==> config.mk <==
export PLATFORM = sky130hd
export DESIGN_NAME = framebuffer_fragment_feeder
export DESIGN_NICKNAME = d
export VERILOG_FILES = /design/src/rtl/rasterix_fb_pkg.sv /design/src/rtl/framebuffer_addr_pipe.sv /design/src/rtl/framebuffer_fragment_feeder.sv
export SDC_FILE = /design/constraint.sdc
export NUM_CORES = 1
export LEC_CHECK = 0
export CORE_ASPECT_RATIO = 0.75
export CORE_UTILIZATION = 56
export CTS_CLUSTER_DIAMETER = 200
export DETAILED_ROUTE_END_ITERATION = 7
export PLACE_DENSITY = 0.82
export SETUP_SLACK_MARGIN = 0.4
export SLEW_MARGIN = 0
export SYNTH_ARGS = -nofsm -noshare
export SYNTH_HDL_FRONTEND = slang
export SYNTH_SLANG_ARGS = --single-unit
==> constraint.sdc <==
create_clock -name aclk -period 8 [get_ports aclk]
set_input_delay 2 -clock aclk [delete_from_list [all_inputs] [get_ports aclk]]
set_output_delay 2 -clock aclk [all_outputs]
set_load 0.03 [all_outputs]
==> src/rtl/rasterix_fb_pkg.sv <==
// Shared definitions for the framebuffer feeder and writer.
// Holds the feeder state encoding and the fragment field widths so both
// sides of the fragment stream agree on the layout.
package rasterix_fb_pkg;

    localparam int FB_ADDR_WIDTH  = 32;
    localparam int FB_X_BIT_WIDTH = 11;
    localparam int FB_Y_BIT_WIDTH = 11;
    localparam int FB_PIXEL_WIDTH = 16;

    typedef enum logic [1:0] {
        FB_PASS        = 2'd0,
        FB_CLEAR_PEND  = 2'd1,
        FB_CLEAR       = 2'd2,
        FB_CLEAR_DRAIN = 2'd3
    } fb_feed_state_t;

endpackage

==> src/rtl/framebuffer_addr_pipe.sv <==
// Two-stage multiply-add pipeline turning (x, y) into a linear pixel index.
// Stage 1 registers the fragment fields and y*xres; stage 2 (the output
// register) adds x.
// Ports:
//   aclk, resetn          clock, synchronous active-low reset
//   xres                  screen width used as the row stride
//   s_* (valid/ready)     fragment fields in
//   m_* (valid/ready)     fragment fields out plus m_addr
//   empty                 both stages hold no fragment
// Handshake: a beat transfers on a rising edge where valid && ready; a
// stage loads when it is empty or the stage after it is advancing, and the
// output fields stay stable while m_valid && !m_ready.
module framebuffer_addr_pipe
    import rasterix_fb_pkg::*;
#(
    parameter int ADDR_WIDTH  = FB_ADDR_WIDTH,
    parameter int X_BIT_WIDTH = FB_X_BIT_WIDTH,
    parameter int Y_BIT_WIDTH = FB_Y_BIT_WIDTH,
    parameter int PIXEL_WIDTH = FB_PIXEL_WIDTH
) (
    input  logic                   aclk,
    input  logic                   resetn,
    input  logic [X_BIT_WIDTH-1:0] xres,
    input  logic                   s_valid,
    output logic                   s_ready,
    input  logic [PIXEL_WIDTH-1:0] s_data,
    input  logic                   s_strb,
    input  logic                   s_last,
    input  logic [X_BIT_WIDTH-1:0] s_xpos,
    input  logic [Y_BIT_WIDTH-1:0] s_ypos,
    output logic                   m_valid,
    input  logic                   m_ready,
    output logic [PIXEL_WIDTH-1:0] m_data,
    output logic                   m_strb,
    output logic                   m_last,
    output logic [X_BIT_WIDTH-1:0] m_xpos,
    output logic [Y_BIT_WIDTH-1:0] m_ypos,
    output logic [ADDR_WIDTH-1:0]  m_addr,
    output logic                   empty
);
    localparam int PW = X_BIT_WIDTH + Y_BIT_WIDTH;

    logic                   p1_valid;
    logic [PIXEL_WIDTH-1:0] p1_data;
    logic                   p1_strb;
    logic                   p1_last;
    logic [X_BIT_WIDTH-1:0] p1_xpos;
    logic [Y_BIT_WIDTH-1:0] p1_ypos;
    logic [PW-1:0]          p1_prod;

    logic          adv2;
    logic [PW-1:0] prod_in;

    assign adv2    = !m_valid || m_ready;
    assign s_ready = !p1_valid || adv2;
    assign empty   = !p1_valid && !m_valid;
    assign prod_in = PW'(s_ypos) * PW'(xres);

    always_ff @(posedge aclk) begin
        if (!resetn) begin
            p1_valid <= 1'b0;
            m_valid  <= 1'b0;
        end else begin
            if (s_ready) begin
                p1_valid <= s_valid;
                if (s_valid) begin
                    p1_data <= s_data;
                    p1_strb <= s_strb;
                    p1_last <= s_last;
                    p1_xpos <= s_xpos;
                    p1_ypos <= s_ypos;
                    p1_prod <= prod_in;
                end
            end
            if (adv2) begin
                m_valid <= p1_valid;
                if (p1_valid) begin
                    m_data <= p1_data;
                    m_strb <= p1_strb;
                    m_last <= p1_last;
                    m_xpos <= p1_xpos;
                    m_ypos <= p1_ypos;
                    // Sum is formed at address width so carries are kept
                    // when the address is wider than the product.
                    m_addr <= ADDR_WIDTH'(p1_prod) + ADDR_WIDTH'(p1_xpos);
                end
            end
        end
    end

endmodule

==> src/rtl/framebuffer_fragment_feeder.sv <==
// Feeds fragments to the framebuffer writer: forwards pipeline pixels with
// a linear address, and injects full-screen or scissor clears as a single
// fragment packet.
// Ports:
//   aclk, resetn              clock, synchronous active-low reset
//   conf*                     screen size and scissor rectangle (end exclusive)
//   cmdClear/cmdClearColor    single-cycle clear request and its colour
//   cmdBusy                   clear pending, running or draining
//   s_pix_*                   pixel input stream
//   m_frag_*                  fragment output stream with m_frag_taddr
//   dbg_state                 current feeder state
// Handshake: a beat transfers on a rising edge where tvalid && tready.
module framebuffer_fragment_feeder
    import rasterix_fb_pkg::*;
#(
    parameter int ADDR_WIDTH  = FB_ADDR_WIDTH,
    parameter int X_BIT_WIDTH = FB_X_BIT_WIDTH,
    parameter int Y_BIT_WIDTH = FB_Y_BIT_WIDTH,
    parameter int PIXEL_WIDTH = FB_PIXEL_WIDTH
) (
    input  logic                   aclk,
    input  logic                   resetn,
    input  logic [X_BIT_WIDTH-1:0] confXResolution,
    input  logic [Y_BIT_WIDTH-1:0] confYResolution,
    input  logic                   confEnableScissor,
    input  logic [X_BIT_WIDTH-1:0] confScissorStartX,
    input  logic [Y_BIT_WIDTH-1:0] confScissorStartY,
    input  logic [X_BIT_WIDTH-1:0] confScissorEndX,
    input  logic [Y_BIT_WIDTH-1:0] confScissorEndY,
    input  logic                   cmdClear,
    input  logic [PIXEL_WIDTH-1:0] cmdClearColor,
    output logic                   cmdBusy,
    input  logic                   s_pix_tvalid,
    output logic                   s_pix_tready,
    input  logic [PIXEL_WIDTH-1:0] s_pix_tdata,
    input  logic                   s_pix_tstrb,
    input  logic [X_BIT_WIDTH-1:0] s_pix_txpos,
    input  logic [Y_BIT_WIDTH-1:0] s_pix_typos,
    input  logic                   s_pix_tlast,
    output logic                   m_frag_tvalid,
    input  logic                   m_frag_tready,
    output logic [PIXEL_WIDTH-1:0] m_frag_tdata,
    output logic                   m_frag_tstrb,
    output logic                   m_frag_tlast,
    output logic [X_BIT_WIDTH-1:0] m_frag_txpos,
    output logic [Y_BIT_WIDTH-1:0] m_frag_typos,
    output logic [ADDR_WIDTH-1:0]  m_frag_taddr,
    output logic [1:0]             dbg_state
);
    fb_feed_state_t state, state_next;

    logic                   pkt_open;
    logic [PIXEL_WIDTH-1:0] clr_color;
    logic [X_BIT_WIDTH-1:0] rsx, rex, cx;
    logic [Y_BIT_WIDTH-1:0] rsy, rey, cy;

    logic                   pipe_s_valid, pipe_s_ready, pipe_empty;
    logic [PIXEL_WIDTH-1:0] pipe_s_data;
    logic                   pipe_s_strb, pipe_s_last;
    logic [X_BIT_WIDTH-1:0] pipe_s_xpos;
    logic [Y_BIT_WIDTH-1:0] pipe_s_ypos;

    logic pass_through, pix_accept, inj_valid, inj_accept;
    logic region_empty, x_end_hit, y_end_hit, clr_last, open_eff;

    assign region_empty = (rsx >= rex) || (rsy >= rey);
    assign x_end_hit    = ({1'b0, cx} + {{X_BIT_WIDTH{1'b0}}, 1'b1}) == {1'b0, rex};
    assign y_end_hit    = ({1'b0, cy} + {{Y_BIT_WIDTH{1'b0}}, 1'b1}) == {1'b0, rey};
    assign clr_last     = x_end_hit && y_end_hit;

    // A beat accepted in the same cycle as cmdClear decides whether the
    // packet is still open.
    assign open_eff = pix_accept ? !s_pix_tlast : pkt_open;

    always_ff @(posedge aclk) begin
        if (!resetn) begin
            state <= FB_PASS;
        end else begin
            state <= state_next;
        end
    end

    always_comb begin
        state_next = state;
        case (state)
            FB_PASS: begin
                if (cmdClear) begin
                    state_next = open_eff ? FB_CLEAR_PEND : FB_CLEAR;
                end
            end
            FB_CLEAR_PEND: begin
                if (pix_accept && s_pix_tlast) begin
                    state_next = FB_CLEAR;
                end
            end
            FB_CLEAR: begin
                if (region_empty || (inj_accept && clr_last)) begin
                    state_next = FB_CLEAR_DRAIN;
                end
            end
            FB_CLEAR_DRAIN: begin
                if (pipe_empty) begin
                    state_next = FB_PASS;
                end
            end
            default: state_next = FB_PASS;
        endcase
    end

    always_comb begin
        pass_through = (state == FB_PASS) || (state == FB_CLEAR_PEND);
        s_pix_tready = resetn && pass_through && pipe_s_ready;
        pix_accept   = s_pix_tvalid && s_pix_tready;
        inj_valid    = (state == FB_CLEAR) && !region_empty;
        inj_accept   = inj_valid && pipe_s_ready;
        cmdBusy      = (state != FB_PASS);
        dbg_state    = state;
        if (pass_through) begin
            pipe_s_valid = s_pix_tvalid;
            pipe_s_data  = s_pix_tdata;
            pipe_s_strb  = s_pix_tstrb;
            pipe_s_last  = s_pix_tlast;
            pipe_s_xpos  = s_pix_txpos;
            pipe_s_ypos  = s_pix_typos;
        end else begin
            pipe_s_valid = inj_valid;
            pipe_s_data  = clr_color;
            pipe_s_strb  = 1'b1;
            pipe_s_last  = clr_last;
            pipe_s_xpos  = cx;
            pipe_s_ypos  = cy;
        end
    end

    always_ff @(posedge aclk) begin
        if (!resetn) begin
            pkt_open  <= 1'b0;
            clr_color <= '0;
            rsx       <= '0;
            rsy       <= '0;
            rex       <= '0;
            rey       <= '0;
            cx        <= '0;
            cy        <= '0;
        end else begin
            if (pix_accept) begin
                pkt_open <= !s_pix_tlast;
            end
            if ((state == FB_PASS) && cmdClear) begin
                clr_color <= cmdClearColor;
                if (confEnableScissor) begin
                    rsx <= confScissorStartX;
                    rsy <= confScissorStartY;
                    rex <= confScissorEndX;
                    rey <= confScissorEndY;
                    cx  <= confScissorStartX;
                    cy  <= confScissorStartY;
                end else begin
                    rsx <= '0;
                    rsy <= '0;
                    rex <= confXResolution;
                    rey <= confYResolution;
                    cx  <= '0;
                    cy  <= '0;
                end
            end else if (inj_accept) begin
                // x-major scan: wrap x to the region start, then step y.
                if (x_end_hit) begin
                    cx <= rsx;
                    cy <= cy + {{(Y_BIT_WIDTH-1){1'b0}}, 1'b1};
                end else begin
                    cx <= cx + {{(X_BIT_WIDTH-1){1'b0}}, 1'b1};
                end
            end
        end
    end

    framebuffer_addr_pipe #(
        .ADDR_WIDTH  (ADDR_WIDTH),
        .X_BIT_WIDTH (X_BIT_WIDTH),
        .Y_BIT_WIDTH (Y_BIT_WIDTH),
        .PIXEL_WIDTH (PIXEL_WIDTH)
    ) u_pipe (
        .aclk    (aclk),
        .resetn  (resetn),
        .xres    (confXResolution),
        .s_valid (pipe_s_valid),
        .s_ready (pipe_s_ready),
        .s_data  (pipe_s_data),
        .s_strb  (pipe_s_strb),
        .s_last  (pipe_s_last),
        .s_xpos  (pipe_s_xpos),
        .s_ypos  (pipe_s_ypos),
        .m_valid (m_frag_tvalid),
        .m_ready (m_frag_tready),
        .m_data  (m_frag_tdata),
        .m_strb  (m_frag_tstrb),
        .m_last  (m_frag_tlast),
        .m_xpos  (m_frag_txpos),
        .m_ypos  (m_frag_typos),
        .m_addr  (m_frag_taddr),
        .empty   (pipe_empty)
    );

endmodule

Yosys cells after proc, flatten, opt, wreduce, memory -nomap -nowiden
Index checks and enable logic that the tools add are counted.
{ "word_totals": {"register_bits": 221, "in_bits": 128, "output_inout_bits": 77} }
{ "op_classes": {"add_sub_neg": 5, "multipliers": 1, "order_cmp": 2, "n_eq_ne": 9, "mux": 22, "n_reduce_logical": 27} }
{ "op_table": {"columns": ["operator", "count"], "rows": [
  ["$mux W11", 12],
  ["$add A11 B1 Y12 const B", 2],
  ["$eq A12 B11 Y1", 2],
  ["$add A22 B11 Y23", 1],
  ["$add A11 B1 Y11 const B", 2],
  ["$ge A11 B11 Y1", 2],
  ["$mul A11 B11 Y22", 1],
  ["$mux W16", 1],
  ["$logic_and A1 B1 Y1", 10],
  ["$mux W2", 5],
  ["$ne A2 B2 Y1 const B", 4],
  ["$pmux W2 S4", 1],
  ["$reduce_and A3 Y1", 2],
  ["$reduce_bool A2 Y1", 3],
  ["$logic_or A1 B1 Y1", 5],
  ["$eq A2 B2 Y1 const B", 2],
  ["$logic_not A1 Y1", 4],
  ["$reduce_and A4 Y1", 1],
  ["$mux W1", 3],
  ["$eq A2 B1 Y1 const B", 1],
  ["$logic_not A2 Y1", 1],
  ["$reduce_and A2 Y1", 1]
]} }

Depth between registers and ports, before layout
{ "depth": {"depth_word": 9, "mapped_depth": 28, "depth_no_buf": 25} }

Hierarchy
Synthesis repeated with hierarchy kept, for this count alone.
{ "unflattened": {"hier_cells": 1469, "hier_area_um2": 14156.1} }
{ "by_module_without_submodules": {"columns": ["module", "n_inst", "cells_per_inst", "area_per_inst_um2", "seq_area_each_um2"], "rows": [
  ["framebuffer_addr_pipe", 1, 712, 8608.3, 3793.6],
  ["framebuffer_fragment_feeder", 1, 757, 5547.8, 1701.6]
]} }

Least setup slack after synthesis
No wires, ideal clock.
{ "synth_timing": {"path_type": "input to register", "start": "input s_pix_typos[5]", "end": "register u_pipe.p1_prod[20] (data pin)", "setup_ns": 0.262, "t_arrival_ns": 6.862, "t_required_ns": 7.738, "setup_slack_ns": 0.875, "path_stages": 21, "n_path_buf": 1, "cell_sequence": "nand2_1 > nand2_1 > clkbuf_1 > nand2_1 > fa_1 > fa_1 > fa_1 > inv_1 > fa_1 > inv_1 > fa_1 > inv_1 > ha_1 > a2111oi_0 > o21ai_0 > a31o_2 > nand2_1 > o2111ai_1 > a31oi_1 > o21bai_1 > xor2_1"} }
{ "synth_via": {"elab_chain_len": 2} }
{ "synth_rtl": {"columns": ["element", "line", "source"], "rows": [
  ["start, declared", "framebuffer_fragment_feeder.sv:38", "input logic [Y_BIT_WIDTH-1:0] s_pix_typos,"],
  ["$mux W11", "framebuffer_fragment_feeder.sv:118", "if (pass_through) begin"],
  ["net pipe_s_ypos[5]", "framebuffer_fragment_feeder.sv:61", "logic [Y_BIT_WIDTH-1:0] pipe_s_ypos;"],
  ["$mul A11 B11 Y22", "framebuffer_addr_pipe.sv:57", "assign prod_in = PW'(s_ypos) * PW'(xres);"],
  ["net u_pipe.prod_in[20]", "framebuffer_addr_pipe.sv:52", "logic [PW-1:0] prod_in;"],
  ["end signal, assigned", "framebuffer_addr_pipe.sv:72", "p1_prod <= prod_in;"],
  ["end, declared", "framebuffer_addr_pipe.sv:49", "logic [PW-1:0] p1_prod;"]
]} }
The timed path passes the listed nets, and every way through them passes these cells.
A chain may end at the register's enable or synchronous reset.

Worst setup path in the final report
{ "layout_timing": {"start": "input confXResolution[4]", "end": "register u_pipe.p1_prod[20] (data pin)"} }
{ "layout_via": {"elab_chain_len": 1} }
{ "layout_rtl": {"columns": ["element", "line", "source"], "rows": [
  ["start, declared", "framebuffer_fragment_feeder.sv:23", "input logic [X_BIT_WIDTH-1:0] confXResolution,"],
  ["$mul A11 B11 Y22", "framebuffer_addr_pipe.sv:57", null],
  ["net u_pipe.prod_in[20]", "framebuffer_addr_pipe.sv:52", null]
]} }
The timed path passes the listed nets, and every way through them passes these cells.

==> qor.log <==
INFO  finish         area_used_by_multi_input_combinational_logic=7926squm
INFO  finish         finalNonFillerCells=1,994
INFO  synthesis      synthSimpleGateAreaFrac=17.11%
INFO  synthesis      main_combinational_cell_family_by_area_after_synthesis=adder cells
INFO  sta            post-route-min-period=7.432ns
INFO  route          vias_per_cell=5.617
INFO  finish         area_delta_synth_final=20.57%
INFO  grt            grt_pass1_wl=55.55mm
INFO  setup_path     cp-start-kind=primary input
INFO  synthesis      yosysSeqAreaShare=38.50%
INFO  setup_path     worstPathArrival=7.68ns
INFO  finish         area.sequential=5495squm
INFO  run            cap_viol_max_count=0
INFO  floorplanning  fp.dieArea=26,140squm
INFO  power_and_ir_drop power=7.641mW
INFO  clock_network  tritoncts=built
INFO  sta            final_min_period_over_clock_period=92.90%
INFO  min_path       hp-class=flip-flop to flip-flop
INFO  min_path       holdPathEnd=u_pipe.m_data[12]$_DFFE_PP_
INFO  floorplanning  start_util=57.18%
INFO  sta            tns=0ns
INFO  finish         drive_above_1_share=6.401%
INFO  grt            grt_start_max_net_pins=74
INFO  setup_path     r2r_end=u_pipe.p1_prod[21]$_DFFE_PP_
INFO  sta            worst_pin_slew=1.071ns
INFO  setup_path     path_cells=clkdlybuf4s50_1 -> nand2_1 -> fa_1 -> fa_1 -> fa_1 -> inv_1 -> fa_1 -> inv_1 -> fa_1 -> inv_1 -> ha_1 -> a2111oi_1 -> o21ai_1 -> a31o_2 -> nand2_1 -> o2111ai_1 -> a31oi_1 -> o21bai_1 -> xor2_1
INFO  route          wirelength=34.70mm
INFO  synthesis      post_synth_fa_ha_maj_area_fraction=20.13%
INFO  setup_path     critical_path.slowest_cell=clkdlybuf4s50_1
INFO  clock_network  post_cts.resized_instances=0
INFO  setup_path     crit_path_frequent_cell=fa_1
INFO  clock_network  clock_sink_count=212
INFO  synthesis      synth_compound_area_share=10.73%
INFO  placement      detailedPlace.worstSlack=0.08897ns
INFO  clock_network  cts-htree-levels=1
INFO  grt            antenna_found_initial=0
INFO  min_path       hold_depth=0
INFO  setup_path     cpPeakStageDelay=0.75ns
INFO  sta            final-max-slew-violation-count=0
INFO  setup_path     path_max_fanout=8
INFO  finish         insertedDiodeCount=0
INFO  route          remaining_drc_errors=0
INFO  placement      place_congestion=0.9430
INFO  sta            timing.final.setup_violations=0
INFO  sta            max-slew-margin-rel=28.00%
INFO  clock_network  cts_setup_buffers=0
INFO  floorplanning  core.rowCount=50
INFO  synthesis      syn-cell-area=14,270squm
INFO  floorplanning  core-area=24,960squm
INFO  clock_network  worst_setup_hold_path_clk_slew=0.06ns
INFO  setup_path     setup.worst_path.class=primary input to flip-flop
INFO  synthesis      synth-xor-area-share=4.453%
INFO  synthesis      synthDominantAreaCellType=edfxtp_1
INFO  synthesis      ys_top_cells_by_area=edfxtp_1 (26%), dfxtp_1 (12%), fa_1 (11%)
INFO  grt            vias_in_the_first_global_route=10,684
INFO  route          detailedRoute.firstPassIterationCount=6
INFO  min_path       holdCritStartpoint=u_pipe.p1_data[12]$_DFFE_PP_
INFO  synthesis      postSynth.asyncResetShare=0%
INFO  synthesis      syn-instance-count=1,467
INFO  route          initial_drc_count=917
INFO  setup_path     critPathTopFamily=adder cells
INFO  floorplanning  die_width=186.3um
INFO  sta            max_freq=134.6MHz
INFO  setup_path     worst_r2r_path_depth=24
INFO  synthesis      count_of_warnings_emitted_by_yosys=0
INFO  sta            clock_skew=0.02001ns
INFO  synthesis      muxShareOfSynthArea=2.665%
INFO  clock_network  deepest_clock_path_buffer_count=3
INFO  setup_path     cp_num_buf_inv=4
INFO  placement      port_buffers=195
INFO  setup_path     r2r_slack=1.15ns
INFO  synthesis      number_of_flops_mapped_to_enable_cells_by_yosys=125
INFO  synthesis      ys_ff_latch=212
INFO  placement      place.detailed.instances=1,954
INFO  route          wire_per_inst=17.40um
INFO  finish         finish.net_count=1,949
INFO  floorplanning  die_height=140.3um
INFO  route          route.antenna.remaining_nets=0
INFO  sta            finalWorstSetupSlack=0.5682ns
INFO  clock_network  cts-root-buf=clkbuf_16
INFO  clock_network  tritoncts.num_buffers=22
INFO  grt            grt_total_usage=26.45%
INFO  power_and_ir_drop ir_drop=0.5101mV
INFO  power_and_ir_drop cellLeakagePower=7.176nW
INFO  clock_network  number_of_hold_buffers_added_after_cts=0
INFO  setup_path     rr_startpoint=dbg_state[0]$_SDFFE_PN0P_
INFO  outcome        status=finished clean
INFO  setup_path     required=8.25ns
INFO  synthesis      post_synth.cell_area_avg=9.729squm
INFO  setup_path     crit_path_end_kind=flip-flop
INFO  floorplanning  floorplan.io_pins=205
INFO  clock_network  clock_latency=0.52ns
INFO  sta            grt_setup_unrepaired=true
INFO  grt            grt_overflow_total=0
INFO  placement      hpwl=25.83mm
INFO  synthesis      postSynth.topFlopCell=edfxtp_1
INFO  synthesis      synth_top_area_share=26.30%
INFO  power_and_ir_drop ratio_of_total_power_to_cell_area=444.0nW/um^2
INFO  synthesis      synth.distinct_cells=76
INFO  route          routed-via-count=11,201
INFO  sta            hold_viol_final=0
INFO  finish         fill_cells=1,877
[routing by layer]
layer / global-route usage (%) / up-vias / share of wire (%)
li1: - / 5314 / -
met1: 37.79 / 5354 / 45
met2: 41.73 / 472 / 44
met3: 4.786 / 61 / 8.4
met4: 6.612 / 0 / 2.4
met5: 0 / - / 0
[per-stage QoR]
step / hold WS, ns / util [%] / instance area [sq um]
6_report: 0.4066 / 68.94 / 17210
5_1_grt: 0.4112 / 68.94 / 17210
4_1_cts: 0.4121 / 68.92 / 17200
3_5_place_dp: 0.4045 / 66.23 / 16530
3_3_place_gp: 0.4012 / 66.23 / 16530
2_1_floorplan: 0.4003 / - / 14300
[state kept, by name, summed over array words and instances, names as in the netlist, 2 cells and up]
register and cells:
rey 11, u_pipe.m_ypos 11, cy 11, clr_color 16, u_pipe.p1_ypos 11, cx 11
u_pipe.p1_xpos 11, u_pipe.m_data 16, rsx 11, rex 11, dbg_state 2, u_pipe.m_addr 23
u_pipe.p1_prod 22, u_pipe.m_xpos 11, rsy 11, u_pipe.p1_data 16
[layout by cell type, fill, tap and decap left out, types with 6 or more instances in the layout]
cell type / Yosys / routed
nand2_1: 243 / 242
clkdlybuf4s50_1: 0 / 195
inv_1: 136 / 136
edfxtp_1: 125 / 125
ha_1: 100 / 100
dfxtp_1: 87 / 87
fa_1: 81 / 81
and2_1: 79 / 78
a21oi_1: 76 / 74
nor2_1: 71 / 69
xnor2_1: 51 / 51
a211oi_1: 32 / 32
buf_4: 12 / 30
mux2i_1: 29 / 29
o21ai_0: 29 / 28
nand3_1: 23 / 23
clkbuf_16: 0 / 22
a22oi_1: 20 / 20
nand4_1: 19 / 19
xor2_1: 19 / 19
and3_1: 16 / 16
nor3_1: 14 / 14
a21o_1: 11 / 11
o211ai_1: 10 / 10
conb_1: 1 / 9
nor2b_1: 8 / 8
mux2_2: 8 / 8
nand2b_1: 7 / 7
o21a_1: 6 / 6
a31oi_1: 6 / 6
[report_power, final]
part           total (mW)  internal [mW]  switching [mW]
sequential           1.90           1.68           0.224
combinational        4.78           2.04            2.74
clock               0.959          0.529           0.430
total                7.64           4.25            3.39
[how the worst max path moves through the flow]
stage | cells after the start | endpoint | startpoint
2_1_floorplan | 21 | u_pipe.p1_prod[20]$_DFFE_PP_ | s_pix_typos[5]
3_3_place_gp | 19 | u_pipe.p1_prod[21]$_DFFE_PP_ | confXResolution[4]
3_5_place_dp | 19 | u_pipe.p1_prod[21]$_DFFE_PP_ | confXResolution[4]
4_1_cts | 19 | u_pipe.p1_prod[21]$_DFFE_PP_ | confXResolution[4]
5_1_grt | 22 | u_pipe.p1_prod[21]$_DFFE_PP_ | s_pix_typos[5]
6_report | 19 | u_pipe.p1_prod[20]$_DFFE_PP_ | confXResolution[4]
[Yosys cell counts, types with 29 or more instances]
| library cell | n |
|---|---|
| a211oi_1 | 32 |
| a21oi_1 | 76 |
| and2_1 | 79 |
| clkbuf_1 | 57 |
| dfxtp_1 | 87 |
| edfxtp_1 | 125 |
| fa_1 | 81 |
| ha_1 | 100 |
| inv_1 | 136 |
| mux2i_1 | 29 |
| nand2_1 | 243 |
| nor2_1 | 71 |
| o21ai_0 | 29 |
| xnor2_1 | 51 |
[cell type report]
cell class	instances	area share, %
tap	338	2.458
timing repair buffer	225	12.65
inverter	137	2.988
clock buffer	29	3.468
clock inverter	11	0.4363
multi-input combinational	1042	46.06
sequential	212	31.93
[cells by family (layout without fill, tap and decap cells)]
family	Yosys count	after routing
xor+xnor	71	71
other cells	1	9
mux	37	37
compound gates	233	233
fa+ha+maj	181	181
flops	212	212
buf+inv	221	402
simple gates	511	511
[worst reg2reg max path, stage by stage (launching register included)]
cell and delay [ns]:
dfxtp_1 0.42, inv_1 0.11, ha_1 0.29, nor2_2 0.35, buf_4 0.45, nand2_1 0.10, nand2_1 0.12, nand2_1 0.10
fa_1 0.54, fa_1 0.55, inv_1 0.05, fa_1 0.51, fa_1 0.55, inv_1 0.05, fa_1 0.52, inv_1 0.05
ha_1 0.37, nand2_1 0.09, o21ai_0 0.12, or3_1 0.37, o211ai_1 0.28, a31oi_1 0.18, a21o_1 0.21, a21oi_1 0.17
xnor2_1 0.07
(Power assumes the default switching activity.)
